**src/rtl/overflow_monitor.sv**
```systemverilog
// Overflow monitor: registers the accumulator sum and overflow bit, counts overflow
// rising edges (saturating), flags a high sum level and drives a timed alarm FSM.
module overflow_monitor #(
  parameter int DATA_W = 6,
  parameter int CNT_W  = 8,
  parameter int THRESH = 48,
  parameter int HOLD   = 4
) (
  input  logic              clock,
  input  logic              i_rst_n,
  input  logic [DATA_W-1:0] i_data,
  input  logic              i_overflow,
  input  logic              i_clear,
  output logic [CNT_W-1:0]  o_ovf_count,
  output logic              o_sticky,
  output logic              o_high,
  output logic              o_alarm,
  output logic [1:0]        o_state
);

  localparam int TMR_W = (HOLD > 1) ? $clog2(HOLD) : 1;

  localparam logic [TMR_W-1:0]  TMR_LOAD = TMR_W'(HOLD - 1);
  localparam logic [DATA_W-1:0] THRESH_V = DATA_W'(THRESH);
  localparam logic [CNT_W-1:0]  CNT_MAX  = {CNT_W{1'b1}};

  localparam logic [1:0] S_IDLE     = 2'd0;
  localparam logic [1:0] S_ARMED    = 2'd1;
  localparam logic [1:0] S_ALARM    = 2'd2;
  localparam logic [1:0] S_COOLDOWN = 2'd3;

  logic [DATA_W-1:0] r_data;
  logic              r_ovf;
  logic              r_ovf_d;
  logic              ovf_rise;
  logic              at_thresh;

  logic [1:0]        state_reg;
  logic [1:0]        state_next;
  logic [TMR_W-1:0]  timer_reg;
  logic [TMR_W-1:0]  timer_next;
  logic [CNT_W-1:0]  count_next;
  logic              sticky_next;

  assign ovf_rise  = r_ovf & ~r_ovf_d;
  assign at_thresh = (r_data >= THRESH_V);

  // Input stage and level flag are never touched by i_clear.
  always_ff @(posedge clock or negedge i_rst_n) begin
    if (!i_rst_n) begin
      r_data  <= '0;
      r_ovf   <= 1'b0;
      r_ovf_d <= 1'b0;
      o_high  <= 1'b0;
    end else begin
      r_data  <= i_data;
      r_ovf   <= i_overflow;
      r_ovf_d <= r_ovf;
      o_high  <= at_thresh;
    end
  end

  always_comb begin
    count_next  = o_ovf_count;
    sticky_next = o_sticky;
    if (i_clear) begin
      count_next  = '0;
      sticky_next = 1'b0;
    end else if (ovf_rise) begin
      sticky_next = 1'b1;
      if (o_ovf_count != CNT_MAX) begin
        count_next = o_ovf_count + CNT_W'(1);
      end
    end
  end

  // A rise from any state (re)enters ALARM with a full hold period.
  always_comb begin
    state_next = state_reg;
    timer_next = timer_reg;
    if (i_clear) begin
      state_next = S_IDLE;
      timer_next = '0;
    end else if (ovf_rise) begin
      state_next = S_ALARM;
      timer_next = TMR_LOAD;
    end else begin
      case (state_reg)
        S_IDLE: begin
          if (at_thresh) state_next = S_ARMED;
        end
        S_ARMED: begin
          if (!at_thresh) state_next = S_IDLE;
        end
        S_ALARM: begin
          if (timer_reg == '0) begin
            state_next = S_COOLDOWN;
          end else begin
            timer_next = timer_reg - TMR_W'(1);
          end
        end
        S_COOLDOWN: begin
          if (!r_ovf) state_next = S_IDLE;
        end
        default: begin
          state_next = S_IDLE;
        end
      endcase
    end
  end

  always_ff @(posedge clock or negedge i_rst_n) begin
    if (!i_rst_n) begin
      o_ovf_count <= '0;
      o_sticky    <= 1'b0;
      state_reg   <= S_IDLE;
      timer_reg   <= '0;
    end else begin
      o_ovf_count <= count_next;
      o_sticky    <= sticky_next;
      state_reg   <= state_next;
      timer_reg   <= timer_next;
    end
  end

  // Decoded straight from the state so an asynchronous reset drops it at once.
  assign o_alarm = (state_reg == S_ALARM);
  assign o_state = state_reg;

endmodule

```
**config.mk**
```make
export PLATFORM = sky130hd
export DESIGN_NAME = overflow_monitor
export DESIGN_NICKNAME = d
export VERILOG_FILES = /design/src/rtl/overflow_monitor.sv
export SDC_FILE = /design/constraint.sdc
export NUM_CORES = 1
export LEC_CHECK = 0
export ABC_AREA = 1
export BUFFER_PORTS_ARGS = -buffer_cell sky130_fd_sc_hd__buf_2
export CAP_MARGIN = 10
export CELL_PAD_IN_SITES_DETAIL_PLACEMENT = 1
export CELL_PAD_IN_SITES_GLOBAL_PLACEMENT = 1
export CORE_MARGIN = 10
export CORE_UTILIZATION = 40
export DETAILED_ROUTE_END_ITERATION = 16
export PLACE_DENSITY = 0.8
export SLEW_MARGIN = 5
export SYNTH_ARGS = -nofsm -noshare
export SYNTH_HDL_FRONTEND = slang
export SYNTH_SLANG_ARGS = --single-unit
```
**constraint.sdc**
```tcl
create_clock -name clock -period 3.3 [get_ports clock]
set_input_delay 0.33 -clock clock [delete_from_list [all_inputs] [get_ports clock]]
set_output_delay 0.33 -clock clock [all_outputs]
set_load 0.005 [all_outputs]
```
==> impl_metrics.py, run 1 <==
metrics = {
    "outcome": {
        "status": "completed",
    },
    "setup_path": {
        "crit_required_ns": 2.97,
        "cp.arrival_ns": 1.07,
        "timing.critical_path.from": "o_state[0]",
        "crit_path_start_kind": "flop",
        "critPathMaxStageDelay_ns": 0.46,
        "path_cells": "inv_2 -> nand2_1 -> inv_1 -> buf_2",
        "cp_slowest_cell": "dfrtp_1",
        "timing.rr.end": "o_ovf_count[3]",
        "r2r_slack_ns": 1.99,
        "crit_fanout": 6,
        "rr_worst_depth": 7,
        "crit_type": "flop to primary output",
        "end_kind": "primary output",
        "r2r_start": "o_ovf_count[0]",
    },
    "logic_synthesis": {
        "synth_area_leader_cell": "dfrtp_1",
        "synth_warnings": 0,
        "yosysMostFrequentCell": "nand2_1",
        "synth-edff-count": 0,
        "synth_cells": 122,
        "ys_seq_area_share_pct": 47.5,
        "avgSynthCellArea_um2": 7.77,
        "synthFlopType": "dfrtp_1",
        "synth_cell_types": 19,
        "synth-seq-cells": 18,
        "async_flop_share_pct": 100,
        "synth_area_leaders": "dfrtp_1 (47%), nand2_1 (17%), inv_1 (6.3%), nand3_1 (4.7%), nand2_2 (3.3%)",
        "synth_area_um2": 948,
        "synth_common_cells": "nand2_1 (43), dfrtp_1 (18), inv_1 (16), nand3_1 (9), nor2_1 (7)",
        "synth_fp_nets": 134,
        "netlist.area_leader.share_pct": 47.5,
    },
    "clock_network": {
        "worstSkewPairLatency_ns": 0.29,
        "cts_sinks": 18,
        "cts_inserted_buffers": 3,
        "clk_path_buf_depth": 2,
        "h-tree-depth": 1,
        "cts-root-buf": "clkbuf_4",
        "postCtsHoldBufs": 1,
        "clk_pin_slew_ns": 0.11,
        "cts_setup_buffers": 0,
        "cts_tree": "yes",
        "post_cts_resized": 0,
    },
    "route": {
        "viasPerCell": 4.85,
        "wl_met3_um": 131,
        "antenna_left": 0,
        "first_pass_iters": 2,
        "num_vias": 839,
        "drt_wl_total_um": 2160,
        "wl_met1_um": 893,
        "met2_wirelength_um": 1100,
        "routedWlPerCell_um": 12.5,
        "drt_iter0_drc": 43,
        "drc": 0,
        "top_layer": "met4",
    },
    "final_layout": {
        "largest_reg_flops": 8,
        "nNetsFinal": 158,
        "area_delta_synth_final_pct": 18.1,
        "drive_gt1_share_pct": 24.8,
        "antennaDiodeCount": 0,
        "layout.cells.non_filler": 173,
        "final_core_util_pct": 50.1,
        "fill_cells": 315,
        "regMostFlops": "o_ovf_count",
    },
    "sta": {
        "rsz0062_at_grt": "false",
        "whs_ns": 0.139,
        "setup_viol": 0,
        "worstMarginPinSlew_ns": 0.416,
        "skew_ns": 0.00340,
        "tns_ns": 0,
        "max_freq_ghz": 0.716,
        "hold_viol": 0,
        "fin_crit_sh_pct": 42.3,
        "period_needed_ns": 1.40,
        "drv_slew": 0,
        "relSlewSlack_pct": 72.2,
    },
    "power": {
        "netSwitchingPower_mw": 0.135,
        "p_int_mw": 0.338,
        "powerDensity_nw_per_um2": 423,
        "seqPwrFrac_pct": 53.6,
        "pwr-share-comb_pct": 17.6,
        "leakagePower_nw": 0.648,
        "total_power_mw": 0.474,
        "vdd.ir_drop.worst_mv": 0.177,
        "switching_share_pct": 28.6,
        "pwr-share-clk_pct": 28.8,
    },
    "hold_path": {
        "worstHoldStart": "i_data[4]",
        "hold_path_end": "r_data[4]",
        "hold-path-cell-count": 1,
        "hold_class": "input pin to flop",
    },
    "grt": {
        "grt_pass1_vias": 859,
        "grt_pass1_wl_um": 3730,
        "grt.overflow.total": 0,
        "grt_antenna_before_repair": 0,
        "grt_max_degree": 19,
        "track_usage_pct": 10.3,
    },
    "die": {
        "die_y_um": 68.7,
        "pin_count": 23,
        "initial_core_util_pct": 42.5,
        "num_rows": 17,
        "fp.dieW_um": 68.7,
        "core-area_um2": 2230,
        "fp.dieArea_um2": 4720,
    },
    "placed_design": {
        "dp_cells": 168,
        "hpwl_um": 1750,
        "place.gp.congestion": 0.833,
        "io_buffers": 18,
    },
    "flow_run": {
        "drv_cap": 0,
    },
}
-- final cells by class --
class | instances | area [um^2] | share of cell area [%]
multi-input combinational | 84 | 420 | 37.5
timing repair buffer | 19 | 100 | 8.94
sequential | 18 | 450 | 40.2
inverter | 20 | 77.6 | 6.93
tap | 28 | 35.0 | 3.13
clock buffer | 4 | 36.3 | 3.24
-- stage by stage --
| step | worst slack [ns] | cell area (um^2) |
|---|---|---|
| after floorplan | 2.13 | 948 |
| after global placement | 2.03 | 1070 |
| after detailed placement | 1.99 | 1070 |
| after CTS | 1.88 | 1120 |
| after global routing | 1.75 | 1120 |
| final | 1.90 | 1120 |
-- how the worst max path moves through the flow --
stage,to,cells after the start,slack (ns)
2_1_floorplan,o_ovf_count[1],8,2.13
3_3_place_gp,o_ovf_count[3],7,2.03
3_5_place_dp,o_ovf_count[3],7,1.99
4_1_cts,o_alarm,4,1.88
5_1_grt,o_alarm,4,1.75
6_report,o_alarm,4,1.90
-- routing by layer --
metal,up-vias,GRT usage [%]
li1,424,-
met1,399,10.8
met2,12,18.7
met3,4,2.74
met4,0,5.17
met5,-,0
-- worst max-delay path, delay by kind of cell, from the launching register on --
family	cells	cell delay (ns)
DFF	1	0.46
buffers and inverters	3	0.25
and+or+nand+nor	1	0.07
-- cell families after synthesis --
logic type | share of synthesized area (%)
buf+inv | 8.18
fa+ha+maj | 2.64
simple gates | 33.8
compound gates | 7.92
flops | 47.5
-- power groups by stage --
stage | Clock (mW) | Sequential (mW) | Combinational, mW
2_1_floorplan | 0 | 0.256 | 0.0515
3_3_place_gp | 0 | 0.257 | 0.0820
4_1_cts | 0.142 | 0.254 | 0.0866
6_report | 0.136 | 0.254 | 0.0833
5_1_grt | 0.152 | 0.258 | 0.0975
3_5_place_dp | 0 | 0.259 | 0.0855
-- cell usage in the layout, fill, tap and decap left out, drive strengths merged, types with 2 or more instances in the layout --
master,n
nand2,49
inv,20
buf,18
dfrtp,18
nand3,11
nor2,8
o21ai,6
a21oi,4
clkbuf,4
ha,2
(Power assumes the default switching activity.)
==> run 2: changes to the inputs <==
--- a/config.mk
+++ b/config.mk
@@ -11,9 +11,9 @@
 export CELL_PAD_IN_SITES_DETAIL_PLACEMENT = 1
 export CELL_PAD_IN_SITES_GLOBAL_PLACEMENT = 1
 export CORE_MARGIN = 10
-export CORE_UTILIZATION = 40
+export CORE_UTILIZATION = 37
 export DETAILED_ROUTE_END_ITERATION = 16
-export PLACE_DENSITY = 0.8
+export PLACE_DENSITY = 0.75
 export SLEW_MARGIN = 5
 export SYNTH_ARGS = -nofsm -noshare
 export SYNTH_HDL_FRONTEND = slang
==> constraint.sdc (replaced) <==
create_clock -name clock -period 1.4 [get_ports clock]
set_input_delay 0.14 -clock clock [delete_from_list [all_inputs] [get_ports clock]]
set_output_delay 0.14 -clock clock [all_outputs]
set_load 0.005 [all_outputs]
==> impl_metrics.py, run 2 (synthesis results as in run 1) <==
metrics = {
    "outcome": {
        "status": "completed",
    },
    "setup_path": {
        "timing.critical_path.from": "o_ovf_count[0]",
        "rr_worst_depth": 7,
        "end_kind": "flop",
        "crit_path_start_kind": "flop",
        "cp.arrival_ns": 1.51,
        "crit_fanout": 5,
        "crit_type": "flop to flop",
        "crit_required_ns": 1.62,
        "r2r_slack_ns": 0.11,
        "timing.rr.end": "o_ovf_count[3]",
        "r2r_start": "o_ovf_count[0]",
        "crit_end": "o_ovf_count[3]",
    },
    "power": {
        "switching_share_pct": 29.0,
        "total_power_mw": 1.16,
        "leakagePower_nw": 0.674,
        "powerDensity_nw_per_um2": 976,
        "netSwitchingPower_mw": 0.336,
        "p_int_mw": 0.821,
        "seqPwrFrac_pct": 51.6,
        "vdd.ir_drop.worst_mv": 0.539,
        "pwr-share-comb_pct": 20.4,
        "pwr-share-clk_pct": 28.0,
    },
    "sta": {
        "setup_viol": 0,
        "layout_setup_ws_ns": 0.112,
        "fin_crit_sh_pct": 92.0,
        "drv_slew": 0,
        "hold_viol": 0,
        "worstMarginPinSlew_ns": 0.408,
        "tns_ns": 0,
        "max_freq_ghz": 0.776,
        "skew_ns": 0.00630,
        "relSlewSlack_pct": 72.8,
        "period_needed_ns": 1.29,
        "whs_ns": 0.0925,
    },
    "die": {
        "fp.dieArea_um2": 4990,
        "fp.dieW_um": 70.6,
        "die_y_um": 70.6,
        "num_rows": 18,
        "pin_count": 23,
        "initial_core_util_pct": 38.6,
        "core-area_um2": 2450,
    },
    "route": {
        "drc": 0,
        "viasPerCell": 4.80,
        "first_pass_iters": 3,
        "drt_wl_total_um": 2360,
        "num_vias": 869,
        "drt_iter0_drc": 29,
        "routedWlPerCell_um": 13.1,
        "antenna_left": 0,
    },
    "hold_path": {
        "hold_class": "input pin to flop",
    },
    "clock_network": {
        "cts_sinks": 18,
        "cts_inserted_buffers": 3,
        "clk_path_buf_depth": 2,
        "h-tree-depth": 1,
        "clk_pin_slew_ns": 0.11,
        "worstSkewPairLatency_ns": 0.29,
        "cts_tree": "yes",
        "cts-root-buf": "clkbuf_4",
    },
    "grt": {
        "grt.overflow.total": 0,
        "track_usage_pct": 10.0,
        "grt_max_degree": 19,
        "grt_antenna_before_repair": 0,
        "grt_pass1_vias": 891,
        "grt_pass1_wl_um": 4190,
    },
    "final_layout": {
        "fin_area_um2": 1180,
        "layout_commonest_cell": "nand2_1",
        "layout.cells.non_filler": 181,
        "regMostFlops": "o_ovf_count",
        "final_cell_mix": "nand2_1 (42), buf_2 (18), dfrtp_1 (18)",
        "multi_input_area_um2": 430,
        "fill_cells": 317,
        "drive_gt1_share_pct": 27.2,
        "final_core_util_pct": 48.3,
        "largest_reg_flops": 8,
        "nNetsFinal": 164,
        "regArea_um2": 450,
        "area_delta_synth_final_pct": 24.9,
        "antennaDiodeCount": 0,
    },
    "placed_design": {
        "place.gp.congestion": 0.789,
        "dp_cells": 170,
        "dp_slack_ns": 0.0869,
        "dpl_cell_area_um2": 1080,
        "io_buffers": 18,
        "hpwl_um": 1810,
    },
    "flow_run": {
        "drv_cap": 0,
    },
}
==> run 2: what timing repair did <==
| action | in CTS | in global routing |
|---|---|---|
| hold buffers | 4 | 0 |
| endpoints found under the hold margin | 21 | 0 |
| buffers inserted | 0 | 3 |
| endpoints found under the setup margin | 0 | 9 |
| gates resized for setup | 0 | 3 |
==> run 2: area by class of cell <==
cell class	instances	area share, %
flip-flops and latches	18	38.0
multi-input cells	84	36.3
repair buffers	25	12.9
inverters	20	6.55
well taps	30	3.17
clock buffers	4	3.06
==> run 2: power groups by stage <==
stage | clock network, mW | logic (mW) | registers [mW]
after floorplan | 0 | 0.121 | 0.604
after global placement | 0 | 0.194 | 0.606
after detailed placement | 0 | 0.204 | 0.610
after CTS | 0.337 | 0.213 | 0.600
after global routing | 0.364 | 0.276 | 0.605
final | 0.324 | 0.236 | 0.597
==> run 2: worst min path at each step <==
stage          startpoint  endpoint  slack [ns]  depth (start not counted)
2_1_floorplan     i_rst_n    o_high       -0.16                          0
3_3_place_gp      i_rst_n    o_high         0.1                          1
3_5_place_dp      i_rst_n    o_high        0.10                          1
4_1_cts           i_clear  o_sticky        0.09                          2
5_1_grt           i_clear  o_sticky        0.09                          2
6_report          i_clear  o_sticky        0.09                          2
==> run 2: worst max-delay path, stage by stage (launching register included) <==
cell and delay [ns]:
dfrtp_1 0.39, ha_2 0.21, nand2_2 0.09, nor2_4 0.14, nand3_2 0.14, nand2_4 0.12, nand2_1 0.05, o21ai_1 0.07
==> run 2: layer usage <==
| layer | part of all wire, % | GRT usage [%] | wire [um] | up-vias |
|---|---|---|---|---|
| li1 | - | - | - | 434 |
| met1 | 43 | 11.7 | 1010 | 416 |
| met2 | 49 | 15.8 | 1160 | 15 |
| met3 | 6.0 | 3.77 | 143 | 4 |
| met4 | 1.9 | 4.95 | 44 | 0 |
| met5 | 0 | 0 | 0 | - |
==> run 3: changes to the inputs <==
--- a/config.mk
+++ b/config.mk
@@ -5,15 +5,14 @@
 export SDC_FILE = /design/constraint.sdc
 export NUM_CORES = 1
 export LEC_CHECK = 0
-export ABC_AREA = 1
 export BUFFER_PORTS_ARGS = -buffer_cell sky130_fd_sc_hd__buf_2
 export CAP_MARGIN = 10
 export CELL_PAD_IN_SITES_DETAIL_PLACEMENT = 1
 export CELL_PAD_IN_SITES_GLOBAL_PLACEMENT = 1
 export CORE_MARGIN = 10
-export CORE_UTILIZATION = 37
+export CORE_UTILIZATION = 38
 export DETAILED_ROUTE_END_ITERATION = 16
-export PLACE_DENSITY = 0.75
+export PLACE_DENSITY = 0.74
 export SLEW_MARGIN = 5
 export SYNTH_ARGS = -nofsm -noshare
 export SYNTH_HDL_FRONTEND = slang
==> impl_metrics.py, run 3 <==
metrics = {
    "placed_design": {
        "io_buffers": 18,
        "place.gp.congestion": 0.793,
        "dp_cells": 131,
        "hpwl_um": 1680,
        "dpl_cell_area_um2": 1070,
    },
    "die": {
        "die_y_um": 67.1,
        "core-area_um2": 2040,
        "num_rows": 16,
        "fp.dieW_um": 67.1,
        "pin_count": 23,
        "fp.dieArea_um2": 4500,
        "initial_core_util_pct": 41.2,
    },
    "clock_network": {
        "clk_pin_slew_ns": 0.11,
        "cts_tree": "yes",
        "cts-root-buf": "clkbuf_4",
        "worstSkewPairLatency_ns": 0.31,
        "cts_sinks": 18,
        "clk_path_buf_depth": 2,
        "h-tree-depth": 1,
        "cts_inserted_buffers": 3,
    },
    "route": {
        "routedWlPerCell_um": 16.9,
        "viasPerCell": 5.16,
        "drt_wl_total_um": 2400,
        "drc": 0,
        "drt_iter0_drc": 14,
        "antenna_left": 0,
        "first_pass_iters": 4,
        "num_vias": 733,
    },
    "logic_synthesis": {
        "synth_cells": 76,
        "synth-edff-count": 0,
        "synth_common_cells": "dfrtp_1 (18), inv_1 (6), nor2_1 (6), nor2b_1 (5)",
        "synthFlopType": "dfrtp_1",
        "netlist.area_leader.share_pct": 53.5,
        "synth_cell_types": 31,
        "synth_area_um2": 842,
        "synth_area_leader_cell": "dfrtp_1",
        "synth_area_leaders": "dfrtp_1 (53%), mux2_1 (5.3%), nor2b_1 (3.7%), ha_1 (3.0%), inv_1 (2.7%)",
        "async_flop_share_pct": 100,
        "synth_fp_nets": 88,
        "ys_seq_area_share_pct": 53.5,
        "synth-seq-cells": 18,
        "avgSynthCellArea_um2": 11.1,
        "yosysMostFrequentCell": "dfrtp_1",
        "synth_warnings": 0,
    },
    "final_layout": {
        "layout.cells.non_filler": 142,
        "nNetsFinal": 128,
        "largest_reg_flops": 8,
        "drive_gt1_share_pct": 45.2,
        "antennaDiodeCount": 0,
        "fin_area_um2": 1220,
        "final_cell_mix": "buf_2 (18), dfrtp_1 (17), buf_4 (13)",
        "regMostFlops": "o_ovf_count",
        "final_core_util_pct": 60.0,
        "area_delta_synth_final_pct": 45.5,
        "layout_commonest_cell": "buf_2",
    },
    "power": {
        "powerDensity_nw_per_um2": 835,
        "vdd.ir_drop.worst_mv": 0.710,
        "leakagePower_nw": 0.580,
    },
    "grt": {
        "grt_antenna_before_repair": 0,
        "grt_pass1_vias": 799,
        "track_usage_pct": 11.0,
        "grt_max_degree": 19,
        "grt.overflow.total": 0,
        "grt_pass1_wl_um": 3770,
    },
    "flow_run": {
        "drv_cap": 0,
    },
    "sta": {
        "setup_viol": 2,
        "layout_setup_ws_ns": -0.0172,
        "hold_viol": 0,
        "worstMarginPinSlew_ns": 0.425,
        "skew_ns": 0.0104,
        "drv_slew": 0,
        "fin_crit_sh_pct": 101,
        "rsz0062_at_grt": "true",
        "relSlewSlack_pct": 70.9,
        "max_freq_ghz": 0.706,
        "period_needed_ns": 1.42,
    },
    "setup_path": {
        "crit_type": "flop to flop",
        "crit_required_ns": 1.60,
        "crit_path_start_kind": "flop",
        "cp.arrival_ns": 1.62,
        "end_kind": "flop",
        "crit_fanout": 4,
    },
    "outcome": {
        "violations": "setup timing",
        "status": "finished with violations",
    },
    "hold_path": {
        "hold_class": "input pin to flop",
    },
}
run 3: cell types whose count changed after synthesis, sizes merged, moves of 2 or more:
| cell | delta |
|---|---|
| a311oi | +2 |
| nor2b | +5 |
| mux2i | +2 |
| nand2 | -45 |
| inv | -14 |
| o21ai | -5 |
| mux2 | +4 |
| a211oi | +2 |
| nor2 | -2 |
| nand3 | -10 |
run 3: final cells by class:
type | instances | area, um^2
Fill cell | 245 | 817
Sequential cell | 18 | 452
Multi-Input combinational cell | 51 | 442
Timing Repair Buffer | 36 | 239
Clock buffer | 4 | 36.3
Tap cell | 27 | 33.8
Inverter | 6 | 22.5
run 3: worst paths after layout:
kind / endpoint / cells past startpoint / startpoint / slack [ns]
hold / removal: timer_reg[1] / 2 / i_clear / 0.17
hold reg to reg: o_high / 1 / r_data[5] / 0.50
setup reg to reg: o_ovf_count[3] / 4 / o_ovf_count[0] / -0.02
min in group asynchronous: o_ovf_count[7] / 2 / i_rst_n / 0.27
setup / recovery: o_ovf_count[3] / 4 / o_ovf_count[0] / -0.02
max in group asynchronous: o_ovf_count[4] / 2 / i_rst_n / 0.83
run 3: timing repair:
action | 4_1_cts | 5_1_grt
endpoints found under the hold margin | 21 | 0
buffers inserted | 2 | 1
pin swaps | 4 | 5
resized for setup | 4 | 7
endpoints found under the setup margin | 4 | 8
hold buffers | 4 | 0
run 3: worst max-delay path, cell delays in order, from the launching register on:
cell and delay [ns]:
dfrtp_1 0.44, ha_4 0.19, and3_4 0.17, a211oi_2 0.20, mux2_1 0.33
run 3: stage by stage:
stage | setup TNS [ns] | power [mW] | hold WS (ns) | setup WS, ns
finish | -0.0275 | 1.02 | 0.166 | -0.0172
global route | -0.385 | 1.07 | 0.182 | -0.0997
CTS | -0.0440 | 1.02 | 0.175 | -0.0276
detailed placement | -0.136 | 0.679 | 0.0861 | -0.0555
global placement | -0.0185 | 0.671 | 0.0884 | -0.0185
floorplan | -0.0141 | 0.619 | -0.156 | -0.0141
run 3: cell families (layout without fill, tap and decap cells):
group / Yosys count / count (layout) / share of synthesized area (%)
DFF: 18 / 18 / 53.5
muxes: 6 / 6 / 7.73
xor gates and xnor gates: 1 / 1 / 1.04
buffers and inverters: 7 / 46 / 3.12
adders and majority gates: 2 / 2 / 2.97
AOI/OAI and AO/OA: 14 / 14 / 11.9
and+or+nand+nor: 28 / 28 / 19.8
run 3: power breakdown:
group / internal, mW / total [mW] / switching (mW)
Clock: 0.159 / 0.325 / 0.166
Combinational: 0.0736 / 0.140 / 0.0661
Sequential: 0.541 / 0.558 / 0.0170
run 3: layer usage:
metal | global-route usage [%] | part of all wire, %
met1 | 11.9 | 40
met2 | 18.6 | 53
met3 | 2.68 | 3.8
met4 | 6.92 | 2.6
met5 | 0 | 0
